===== src/rtl/quan_credit_scheduler_if.sv =====
// Handshake and configuration bundle between the quantisation-pipeline controller and its
// environment. The environment is the master side and the scheduler is the slave side.
interface quan_credit_scheduler_if #(
  parameter int WIDTH_FEATURE_SIZE    = 12,
  parameter int WIDTH_CHANNEL_NUM_REG = 10,
  parameter int WIDTH_BIAS_RAM_ADDRA  = 8
);
  logic                             Start;
  logic                             Leaky_REG;
  logic [WIDTH_FEATURE_SIZE-1:0]    Row_Num_Out_REG;
  logic [WIDTH_CHANNEL_NUM_REG-1:0] Channel_Out_Num_REG;
  logic                             Fifo_Ready;
  logic                             Out_Pop;
  logic                             EN_Rd_Fifo;
  logic [WIDTH_BIAS_RAM_ADDRA-1:0]  bias_addrb;
  logic                             Busy;
  logic                             Done;
  logic                             Credit_Err;

  modport master (
    output Start, Leaky_REG, Row_Num_Out_REG, Channel_Out_Num_REG, Fifo_Ready, Out_Pop,
    input  EN_Rd_Fifo, bias_addrb, Busy, Done, Credit_Err
  );

  modport slave (
    input  Start, Leaky_REG, Row_Num_Out_REG, Channel_Out_Num_REG, Fifo_Ready, Out_Pop,
    output EN_Rd_Fifo, bias_addrb, Busy, Done, Credit_Err
  );
endinterface


===== src/rtl/quan_credit_scheduler.sv =====
// Credit-based issue scheduler for the fixed-latency quantisation pipeline: it only reads the
// input FIFO when the output FIFO is certain to have room, and it steps the parameter address per group.
module quan_credit_scheduler #(
  parameter int CHANNEL_OUT_NUM       = 8,
  parameter int WIDTH_FEATURE_SIZE    = 12,
  parameter int WIDTH_CHANNEL_NUM_REG = 10,
  parameter int WIDTH_BIAS_RAM_ADDRA  = 8,
  parameter int OUT_FIFO_DEPTH        = 32,
  parameter int WIDTH_CREDIT          = 6,
  parameter int BIAS_RD_LAT           = 3,
  parameter int LAT_ZERO              = 11,
  parameter int LAT_LEAKY             = 16
) (
  input  logic                   clk,
  input  logic                   rst_n,
  quan_credit_scheduler_if.slave bus
);

  localparam int DRAIN_MAX = (LAT_LEAKY > LAT_ZERO) ? LAT_LEAKY : LAT_ZERO;
  localparam int DRAIN_W   = $clog2(DRAIN_MAX + 1);
  localparam int SETTLE_W  = $clog2(BIAS_RD_LAT + 1);

  localparam logic [WIDTH_CREDIT-1:0] CREDIT_FULL  = WIDTH_CREDIT'(OUT_FIFO_DEPTH);
  localparam logic [SETTLE_W-1:0]     SETTLE_LAST  = SETTLE_W'(BIAS_RD_LAT - 1);
  // The DONE state and the registered Done flag together account for the final two cycles of latency.
  localparam logic [DRAIN_W-1:0]      DRAIN_ZERO   = DRAIN_W'(LAT_ZERO - 2);
  localparam logic [DRAIN_W-1:0]      DRAIN_LEAKY  = DRAIN_W'(LAT_LEAKY - 2);

  typedef enum logic [2:0] {
    ST_IDLE  = 3'd0,
    ST_PRIME = 3'd1,
    ST_RUN   = 3'd2,
    ST_DRAIN = 3'd3,
    ST_DONE  = 3'd4
  } state_t;

  state_t                           state_r, state_nxt_s;
  logic [WIDTH_FEATURE_SIZE-1:0]    rows_r, pix_cnt_r;
  logic [WIDTH_CHANNEL_NUM_REG-1:0] groups_r, group_cnt_r;
  logic                             leaky_r;
  logic [WIDTH_BIAS_RAM_ADDRA-1:0]  bias_r;
  logic [SETTLE_W-1:0]              settle_cnt_r;
  logic [DRAIN_W-1:0]               drain_cnt_r;
  logic [WIDTH_CREDIT-1:0]          credit_r;
  logic                             err_r, busy_r, done_r;

  logic issue_s, last_pix_s, last_grp_s;
  logic start_acc_s, grp_adv_s, fin_issue_s;

  assign issue_s    = (state_r == ST_RUN) && bus.Fifo_Ready && (credit_r != {WIDTH_CREDIT{1'b0}});
  assign last_pix_s = (pix_cnt_r == rows_r - WIDTH_FEATURE_SIZE'(1));
  assign last_grp_s = (group_cnt_r == groups_r - WIDTH_CHANNEL_NUM_REG'(1));

  // Next-state decode plus the per-cycle events that steer the counters.
  always_comb begin
    state_nxt_s = state_r;
    start_acc_s = 1'b0;
    grp_adv_s   = 1'b0;
    fin_issue_s = 1'b0;
    case (state_r)
      ST_IDLE: begin
        if (bus.Start) begin
          start_acc_s = 1'b1;
          if ((bus.Row_Num_Out_REG == {WIDTH_FEATURE_SIZE{1'b0}}) ||
              (bus.Channel_Out_Num_REG == {WIDTH_CHANNEL_NUM_REG{1'b0}})) begin
            state_nxt_s = ST_DONE;
          end else begin
            state_nxt_s = ST_PRIME;
          end
        end else begin
          state_nxt_s = ST_IDLE;
        end
      end
      ST_PRIME: begin
        if (settle_cnt_r == SETTLE_LAST) begin
          state_nxt_s = ST_RUN;
        end else begin
          state_nxt_s = ST_PRIME;
        end
      end
      ST_RUN: begin
        if (issue_s && last_pix_s) begin
          if (last_grp_s) begin
            fin_issue_s = 1'b1;
            state_nxt_s = ST_DRAIN;
          end else begin
            grp_adv_s   = 1'b1;
            state_nxt_s = ST_PRIME;
          end
        end else begin
          state_nxt_s = ST_RUN;
        end
      end
      ST_DRAIN: begin
        if (drain_cnt_r == {DRAIN_W{1'b0}}) begin
          state_nxt_s = ST_DONE;
        end else begin
          state_nxt_s = ST_DRAIN;
        end
      end
      ST_DONE: state_nxt_s = ST_IDLE;
      default: state_nxt_s = ST_IDLE;
    endcase
  end

  // State register.
  always_ff @(posedge clk or negedge rst_n) begin
    if (!rst_n) begin
      state_r <= ST_IDLE;
    end else begin
      state_r <= state_nxt_s;
    end
  end

  // Job shadow registers, pixel/group counters and the parameter address.
  always_ff @(posedge clk or negedge rst_n) begin
    if (!rst_n) begin
      rows_r      <= {WIDTH_FEATURE_SIZE{1'b0}};
      groups_r    <= {WIDTH_CHANNEL_NUM_REG{1'b0}};
      leaky_r     <= 1'b0;
      pix_cnt_r   <= {WIDTH_FEATURE_SIZE{1'b0}};
      group_cnt_r <= {WIDTH_CHANNEL_NUM_REG{1'b0}};
      bias_r      <= {WIDTH_BIAS_RAM_ADDRA{1'b0}};
    end else begin
      if (start_acc_s) begin
        rows_r      <= bus.Row_Num_Out_REG;
        groups_r    <= bus.Channel_Out_Num_REG;
        leaky_r     <= bus.Leaky_REG;
        pix_cnt_r   <= {WIDTH_FEATURE_SIZE{1'b0}};
        group_cnt_r <= {WIDTH_CHANNEL_NUM_REG{1'b0}};
        bias_r      <= {WIDTH_BIAS_RAM_ADDRA{1'b0}};
      end else if (grp_adv_s) begin
        pix_cnt_r   <= {WIDTH_FEATURE_SIZE{1'b0}};
        group_cnt_r <= group_cnt_r + WIDTH_CHANNEL_NUM_REG'(1);
        bias_r      <= bias_r + WIDTH_BIAS_RAM_ADDRA'(1);
      end else if (issue_s) begin
        pix_cnt_r   <= pix_cnt_r + WIDTH_FEATURE_SIZE'(1);
      end
    end
  end

  // Parameter-settle and pipeline-drain timers.
  always_ff @(posedge clk or negedge rst_n) begin
    if (!rst_n) begin
      settle_cnt_r <= {SETTLE_W{1'b0}};
      drain_cnt_r  <= {DRAIN_W{1'b0}};
    end else begin
      if (state_r == ST_PRIME) begin
        settle_cnt_r <= settle_cnt_r + SETTLE_W'(1);
      end else begin
        settle_cnt_r <= {SETTLE_W{1'b0}};
      end
      if (fin_issue_s) begin
        drain_cnt_r <= leaky_r ? DRAIN_ZERO : DRAIN_LEAKY;
      end else if ((state_r == ST_DRAIN) && (drain_cnt_r != {DRAIN_W{1'b0}})) begin
        drain_cnt_r <= drain_cnt_r - DRAIN_W'(1);
      end
    end
  end

  // Free output-FIFO slots, reserved at issue and returned on pop. Credit persists across jobs.
  always_ff @(posedge clk or negedge rst_n) begin
    if (!rst_n) begin
      credit_r <= CREDIT_FULL;
      err_r    <= 1'b0;
    end else begin
      if (issue_s && !bus.Out_Pop) begin
        credit_r <= credit_r - WIDTH_CREDIT'(1);
      end else if (!issue_s && bus.Out_Pop) begin
        if (credit_r == CREDIT_FULL) begin
          err_r <= 1'b1;
        end else begin
          credit_r <= credit_r + WIDTH_CREDIT'(1);
        end
      end
    end
  end

  // Registered status flags.
  always_ff @(posedge clk or negedge rst_n) begin
    if (!rst_n) begin
      busy_r <= 1'b0;
      done_r <= 1'b0;
    end else begin
      done_r <= (state_r == ST_DONE);
      if (start_acc_s) begin
        busy_r <= 1'b1;
      end else if (done_r) begin
        busy_r <= 1'b0;
      end
    end
  end

  assign bus.EN_Rd_Fifo = issue_s;
  assign bus.bias_addrb = bias_r;
  assign bus.Busy       = busy_r;
  assign bus.Done       = done_r;
  assign bus.Credit_Err = err_r;

endmodule


===== src/flat_wrapper.sv =====
// flat-port wrapper written by rule: the top's interface ports become plain ports
module quan_credit_scheduler_flat 
#(
  parameter int CHANNEL_OUT_NUM       = 8,
  parameter int WIDTH_FEATURE_SIZE    = 12,
  parameter int WIDTH_CHANNEL_NUM_REG = 10,
  parameter int WIDTH_BIAS_RAM_ADDRA  = 8,
  parameter int OUT_FIFO_DEPTH        = 32,
  parameter int WIDTH_CREDIT          = 6,
  parameter int BIAS_RD_LAT           = 3,
  parameter int LAT_ZERO              = 11,
  parameter int LAT_LEAKY             = 16
)
  (clk, rst_n, bus_Start, bus_Leaky_REG, bus_Row_Num_Out_REG, bus_Channel_Out_Num_REG, bus_Fifo_Ready, bus_Out_Pop, bus_EN_Rd_Fifo, bus_bias_addrb, bus_Busy, bus_Done, bus_Credit_Err);
  quan_credit_scheduler_if #(.WIDTH_FEATURE_SIZE(WIDTH_FEATURE_SIZE), .WIDTH_CHANNEL_NUM_REG(WIDTH_CHANNEL_NUM_REG), .WIDTH_BIAS_RAM_ADDRA(WIDTH_BIAS_RAM_ADDRA)) bus_i ();
  input  logic clk;
  input  logic rst_n;
  input wire logic [$bits(bus_i.Start)-1:0] bus_Start;
  input wire logic [$bits(bus_i.Leaky_REG)-1:0] bus_Leaky_REG;
  input wire logic [$bits(bus_i.Row_Num_Out_REG)-1:0] bus_Row_Num_Out_REG;
  input wire logic [$bits(bus_i.Channel_Out_Num_REG)-1:0] bus_Channel_Out_Num_REG;
  input wire logic [$bits(bus_i.Fifo_Ready)-1:0] bus_Fifo_Ready;
  input wire logic [$bits(bus_i.Out_Pop)-1:0] bus_Out_Pop;
  output wire logic [$bits(bus_i.EN_Rd_Fifo)-1:0] bus_EN_Rd_Fifo;
  output wire logic [$bits(bus_i.bias_addrb)-1:0] bus_bias_addrb;
  output wire logic [$bits(bus_i.Busy)-1:0] bus_Busy;
  output wire logic [$bits(bus_i.Done)-1:0] bus_Done;
  output wire logic [$bits(bus_i.Credit_Err)-1:0] bus_Credit_Err;
  assign bus_i.Start = bus_Start;
  assign bus_i.Leaky_REG = bus_Leaky_REG;
  assign bus_i.Row_Num_Out_REG = bus_Row_Num_Out_REG;
  assign bus_i.Channel_Out_Num_REG = bus_Channel_Out_Num_REG;
  assign bus_i.Fifo_Ready = bus_Fifo_Ready;
  assign bus_i.Out_Pop = bus_Out_Pop;
  assign bus_EN_Rd_Fifo = bus_i.EN_Rd_Fifo;
  assign bus_bias_addrb = bus_i.bias_addrb;
  assign bus_Busy = bus_i.Busy;
  assign bus_Done = bus_i.Done;
  assign bus_Credit_Err = bus_i.Credit_Err;
  quan_credit_scheduler #(.CHANNEL_OUT_NUM(CHANNEL_OUT_NUM), .WIDTH_FEATURE_SIZE(WIDTH_FEATURE_SIZE), .WIDTH_CHANNEL_NUM_REG(WIDTH_CHANNEL_NUM_REG), .WIDTH_BIAS_RAM_ADDRA(WIDTH_BIAS_RAM_ADDRA), .OUT_FIFO_DEPTH(OUT_FIFO_DEPTH), .WIDTH_CREDIT(WIDTH_CREDIT), .BIAS_RD_LAT(BIAS_RD_LAT), .LAT_ZERO(LAT_ZERO), .LAT_LEAKY(LAT_LEAKY)) u_core (.clk(clk), .rst_n(rst_n), .bus(bus_i));
endmodule

===== config.mk =====
export PLATFORM = sky130hd
export DESIGN_NAME = quan_credit_scheduler_flat
export DESIGN_NICKNAME = d
export VERILOG_FILES = /design/src/rtl/quan_credit_scheduler_if.sv /design/src/rtl/quan_credit_scheduler.sv /design/src/flat_wrapper.sv
export SDC_FILE = /design/constraint.sdc
export NUM_CORES = 1
export LEC_CHECK = 0
export BUFFER_PORTS_ARGS = -buffer_cell sky130_fd_sc_hd__buf_2
export CAP_MARGIN = 20
export CORE_ASPECT_RATIO = 0.9
export CORE_UTILIZATION = 45
export CTS_CLUSTER_SIZE = 28
export DETAILED_ROUTE_END_ITERATION = 7
export HOLD_SLACK_MARGIN = 0.12
export PLACE_DENSITY_LB_ADDON = 0.1
export SLEW_MARGIN = 25
export SYNTH_ARGS = -nofsm -noshare
export SYNTH_HDL_FRONTEND = slang
export SYNTH_SLANG_ARGS = --single-unit
export TNS_END_PERCENT = 1

===== constraint.sdc =====
create_clock -name clk -period 2.92 [get_ports clk]
set_input_delay 0.146 -clock clk [delete_from_list [all_inputs] [get_ports clk]]
set_output_delay 0.146 -clock clk [all_outputs]
set_load 0.05 [all_outputs]

==> flow_summary_export.csv <==
group,metric,value,unit
pwr,share_comb_of_total_power,38.8,%
timing,worstMarginPinSlew,0.824,ns
final_layout,diodes,0,
detailed_routing,initialDrtViolationCount,128,
clock_network,tritoncts,"yes",
pwr,clock_power_share,24.3,%
floorplan,pin_count,40,
synthesis,yosys_warnings,0,
clock_network,insertion_delay,0.35,ns
min_path,worstHoldStart,"bus_Out_Pop",
clock_network,htreeDepth,3,
critical_path,r2r-start,"u_core.rows_r[0]$_DFFE_PN0P_",
pwr,worst_ir_drop_vdd,0.000510,V
clock_network,clkTransAtPathRegs,0.08,ns
pwr,p_int,2.68,mW
critical_path,critPathCaptureType,"flip-flop",
synthesis,yosys_register_bits,72,
placed_design,gp_congestion,0.868,
synthesis,avgSynthCellArea,9.01,um2
floorplan,die-width,105,um
timing,relSlewSlack,45.1,%
pwr,powerDensity,838,nW/um2
synthesis,synth_nets,519,
critical_path,start_kind,"flip-flop",
synthesis,syn_area,4290,um2
critical_path,worstPathArrival,2.98,ns
global_route,antenna_found_initial,0,
clock_network,cts_made_buffers,9,
critical_path,crit_chain,"inv_1 > ha_1 > nor2b_2 > or3_1 > a31o_2 > nor4_1 > nand4_1 > nor2_4 > mux2_1",
critical_path,path_delay_family,"simple AND/OR/NAND/NOR gates",
synthesis,synth_ff_type,"dfrtp_1",
critical_path,cp_data_required_time,3.15,ns
critical_path,cp_slowest_stage_delay,0.43,ns
pwr,p_switching,1.65,mW
global_route,grt_max_degree,41,
clock_network,post_cts_buffers,0,
run_status,outcome,"finished clean",
floorplan,die_h,94.6,um
global_route,grt_usage,21.2,%
critical_path,crit_path_top_delay_cell,"dfrtp_1",
final_layout,layout-drive-gt1-share,15.9,%
timing,fin_crit,2.75,ns
critical_path,critical_path.max_fanout,6,
min_path,hold_path.class,"in -> reg",
final_layout,nNetsFinal,587,
synthesis,synth_edf_count,0,
detailed_routing,viasPerCell,5.39,
detailed_routing,avgRoutedWirePerCell,14.2,um
critical_path,crit_path_start,"u_core.rows_r[0]$_DFFE_PN0P_",
synthesis,async_flop_share,100,%
global_route,grt_pass1_wl,16400,um
timing,worst_slack,0.173,ns
critical_path,critPathBufInv,1,
timing,setup_viol,0,
pwr,p_leak,2.34,nW
clock_network,root_buffer,"clkbuf_8",
critical_path,r2r_setup_slack,0.17,ns
timing,finalHoldViolations,0,
timing,finalCritPeriodShare,94.1,%
placed_design,dp_slack,0.169,ns
placed_design,port_buffers,39,
timing,max_freq,364,MHz
clock_network,clock_sinks,72,
placed_design,dp_hpwl,6840,um
timing,drv_slew,0,
global_route,grt_pass1_vias,3390,
pwr,switching_share,38.0,%
floorplan,core,9170,um2
global_route,overflow,0,
detailed_routing,route.detailed.drc,0,
floorplan,start_util,46.8,%
critical_path,path_class,"reg -> reg",
final_layout,syn_to_final_growth,20.6,%
synthesis,synth_cell_types,65,
synthesis,synthCells,476,
synthesis,yosysSeqAreaShare,42.1,%
timing,fin_worst_skew,0.0106,ns
pwr,pwr-share-seq,36.9,%
clock_network,clk_path_buf_depth,2,
timing,rsz0062_at_grt,"true",
floorplan,num_rows,33,
timing,setup_tns,0,ns
detailed_routing,drtPass1Iterations,4,
detailed_routing,drtAntennaViolNets,0,
detailed_routing,detail_route.wirelength,9540,um
detailed_routing,vias,3610,
flow_run,cap_violations,0,
floorplan,fp.dieArea,9920,um2
## placed cells by master (no fill, tap or decap), types with 5 or more instances in the layout
master | synthesis | routed
nand2_1 | 84 | 84
dfrtp_1 | 71 | 71
buf_2 | 2 | 39
nor2_1 | 34 | 34
o21ai_0 | 25 | 25
a21oi_1 | 24 | 24
dlygate4sd3_1 | 0 | 24
xnor2_1 | 23 | 23
inv_1 | 22 | 22
xor2_1 | 19 | 19
or3_1 | 18 | 18
ha_1 | 14 | 14
nand4_1 | 11 | 11
clkbuf_8 | 0 | 10
nor4_1 | 8 | 8
nand3_1 | 7 | 7
buf_4 | 0 | 7
nor2b_1 | 7 | 6
and2_1 | 5 | 5
a21o_1 | 5 | 5
mux2i_1 | 5 | 5
o21ai_1 | 5 | 5
## synthesized netlist by cell type, types with 3 or more instances
cell      number  area share, %
xor2_1        19            3.9
and3_1         3           0.44
nand4b_1       3           0.61
a21oi_1       24            2.8
xnor2_1       23            4.7
buf_6          3           0.79
nor2b_1        7            1.0
nor3_1         5           0.58
or4_1          3           0.53
o21ai_0       25            2.9
nor4_1         8            1.2
or2_2          4           0.58
and2_1         5           0.73
ha_1          14            4.1
nor2_1        34            3.0
nor4b_1        6            1.2
nand3_1        7           0.82
o21ai_1        5           0.58
dfrtp_1       71             41
a21o_1         5           0.88
clkbuf_1       9           0.79
and4_1         3           0.61
mux2i_1        5            1.2
nand4_1       11            1.6
o211ai_1       3           0.53
inv_1         22            1.9
or3_1         18            2.6
nand2_1       84            7.4
nand2b_1       4           0.58
## area by class of cell
| cell class | instances | area [um2] |
|---|---|---|
| repair buffers | 72 | 528 |
| fillers | 841 | 4000 |
| flip-flops and latches | 72 | 1800 |
| inverters | 22 | 82.6 |
| multi-input cells | 367 | 2340 |
| clock inverters | 5 | 129 |
| well taps | 122 | 153 |
| clock buffers | 10 | 138 |
## sequential cells by signal, summed over array words and instances (netlist names)
| signal | cells |
|---|---|
| u_core.leaky_r | 1 |
| u_core.pix_cnt_r | 12 |
| u_core.bus.Busy | 1 |
| u_core.settle_cnt_r | 2 |
| u_core.rows_r | 12 |
| u_core.state_r | 3 |
| u_core.drain_cnt_r | 5 |
| u_core.credit_r | 6 |
| u_core.bus.bias_addrb | 8 |
| u_core.bus.Done | 1 |
| u_core.group_cnt_r | 10 |
| u_core.bus.Credit_Err | 1 |
| u_core.groups_r | 10 |
## power groups by stage
stage               Combinational [mW]  Sequential (mW)  Clock [mW]
CTS                               1.68             1.59        1.08
global placement                  1.62             1.60           0
detailed placement                1.65             1.60           0
finish                            1.68             1.60        1.05
floorplan                         1.29             1.53           0
global route                      1.91             1.64        1.11
## worst paths after layout
kind | cells past startpoint | to
setup / recovery | 9 | u_core.drain_cnt_r[0]$_DFFE_PN0P_
hold / removal | 3 | u_core.bus.Credit_Err$_DFFE_PN0P_
setup reg to reg | 9 | u_core.drain_cnt_r[0]$_DFFE_PN0P_
hold reg to reg | 1 | u_core.settle_cnt_r[0]$_DFF_PN0_
max in group asynchronous | 3 | u_core.leaky_r$_DFFE_PN0P_
min in group asynchronous | 2 | u_core.group_cnt_r[3]$_DFFE_PN0P_
## cell families (layout without fill, tap and decap cells)
| kind of cell | Yosys count | count (layout) | share of synthesized area [%] |
|---|---|---|---|
| compound gates | 86 | 86 | 13.0 |
| flops | 72 | 72 | 42.1 |
| mux | 6 | 6 | 1.43 |
| xor+xnor | 42 | 42 | 8.58 |
| buf+inv | 37 | 109 | 4.20 |
| simple gates | 218 | 218 | 26.2 |
| fa+ha+maj | 15 | 15 | 4.55 |
## metal layers
layer  track usage, %  wire [um]
met1             28.2       4660
met2             34.5       4450
met3             4.69        292
met4             7.16        142
met5                0          0
## per-stage QoR
| stage | power (mW) | instance area [um2] | cells | hold slack, ns | utilization [%] |
|---|---|---|---|---|---|
| 2_1_floorplan | 2.82 | 4300 | 476 | -0.150 | - |
| 3_3_place_gp | 3.22 | 4640 | 631 | 0.291 | 50.7 |
| 3_5_place_dp | 3.25 | 4640 | 631 | 0.289 | 50.7 |
| 4_1_cts | 4.36 | 5150 | 670 | 0.128 | 56.2 |
| 5_1_grt | 4.66 | 5170 | 670 | 0.167 | 56.4 |
| 6_report | 4.33 | 5170 | 670 | 0.144 | 56.4 |
## timing repair
item | 4_1_cts | 5_1_grt
gates resized for setup | 0 | 4
hold endpoints to repair | 56 | 0
hold buffers | 24 | 0
setup endpoints to repair | 0 | 25
## tightest hold or removal path: cells and delay by family
kind / cells / cell delay, ns
AO/OA/AOI/OAI: 1 / 0.10
adder cells (fa/ha/maj): 1 / 0.13
buffers and inverters: 1 / 0.09
Power figures use the tool's default switching activity.
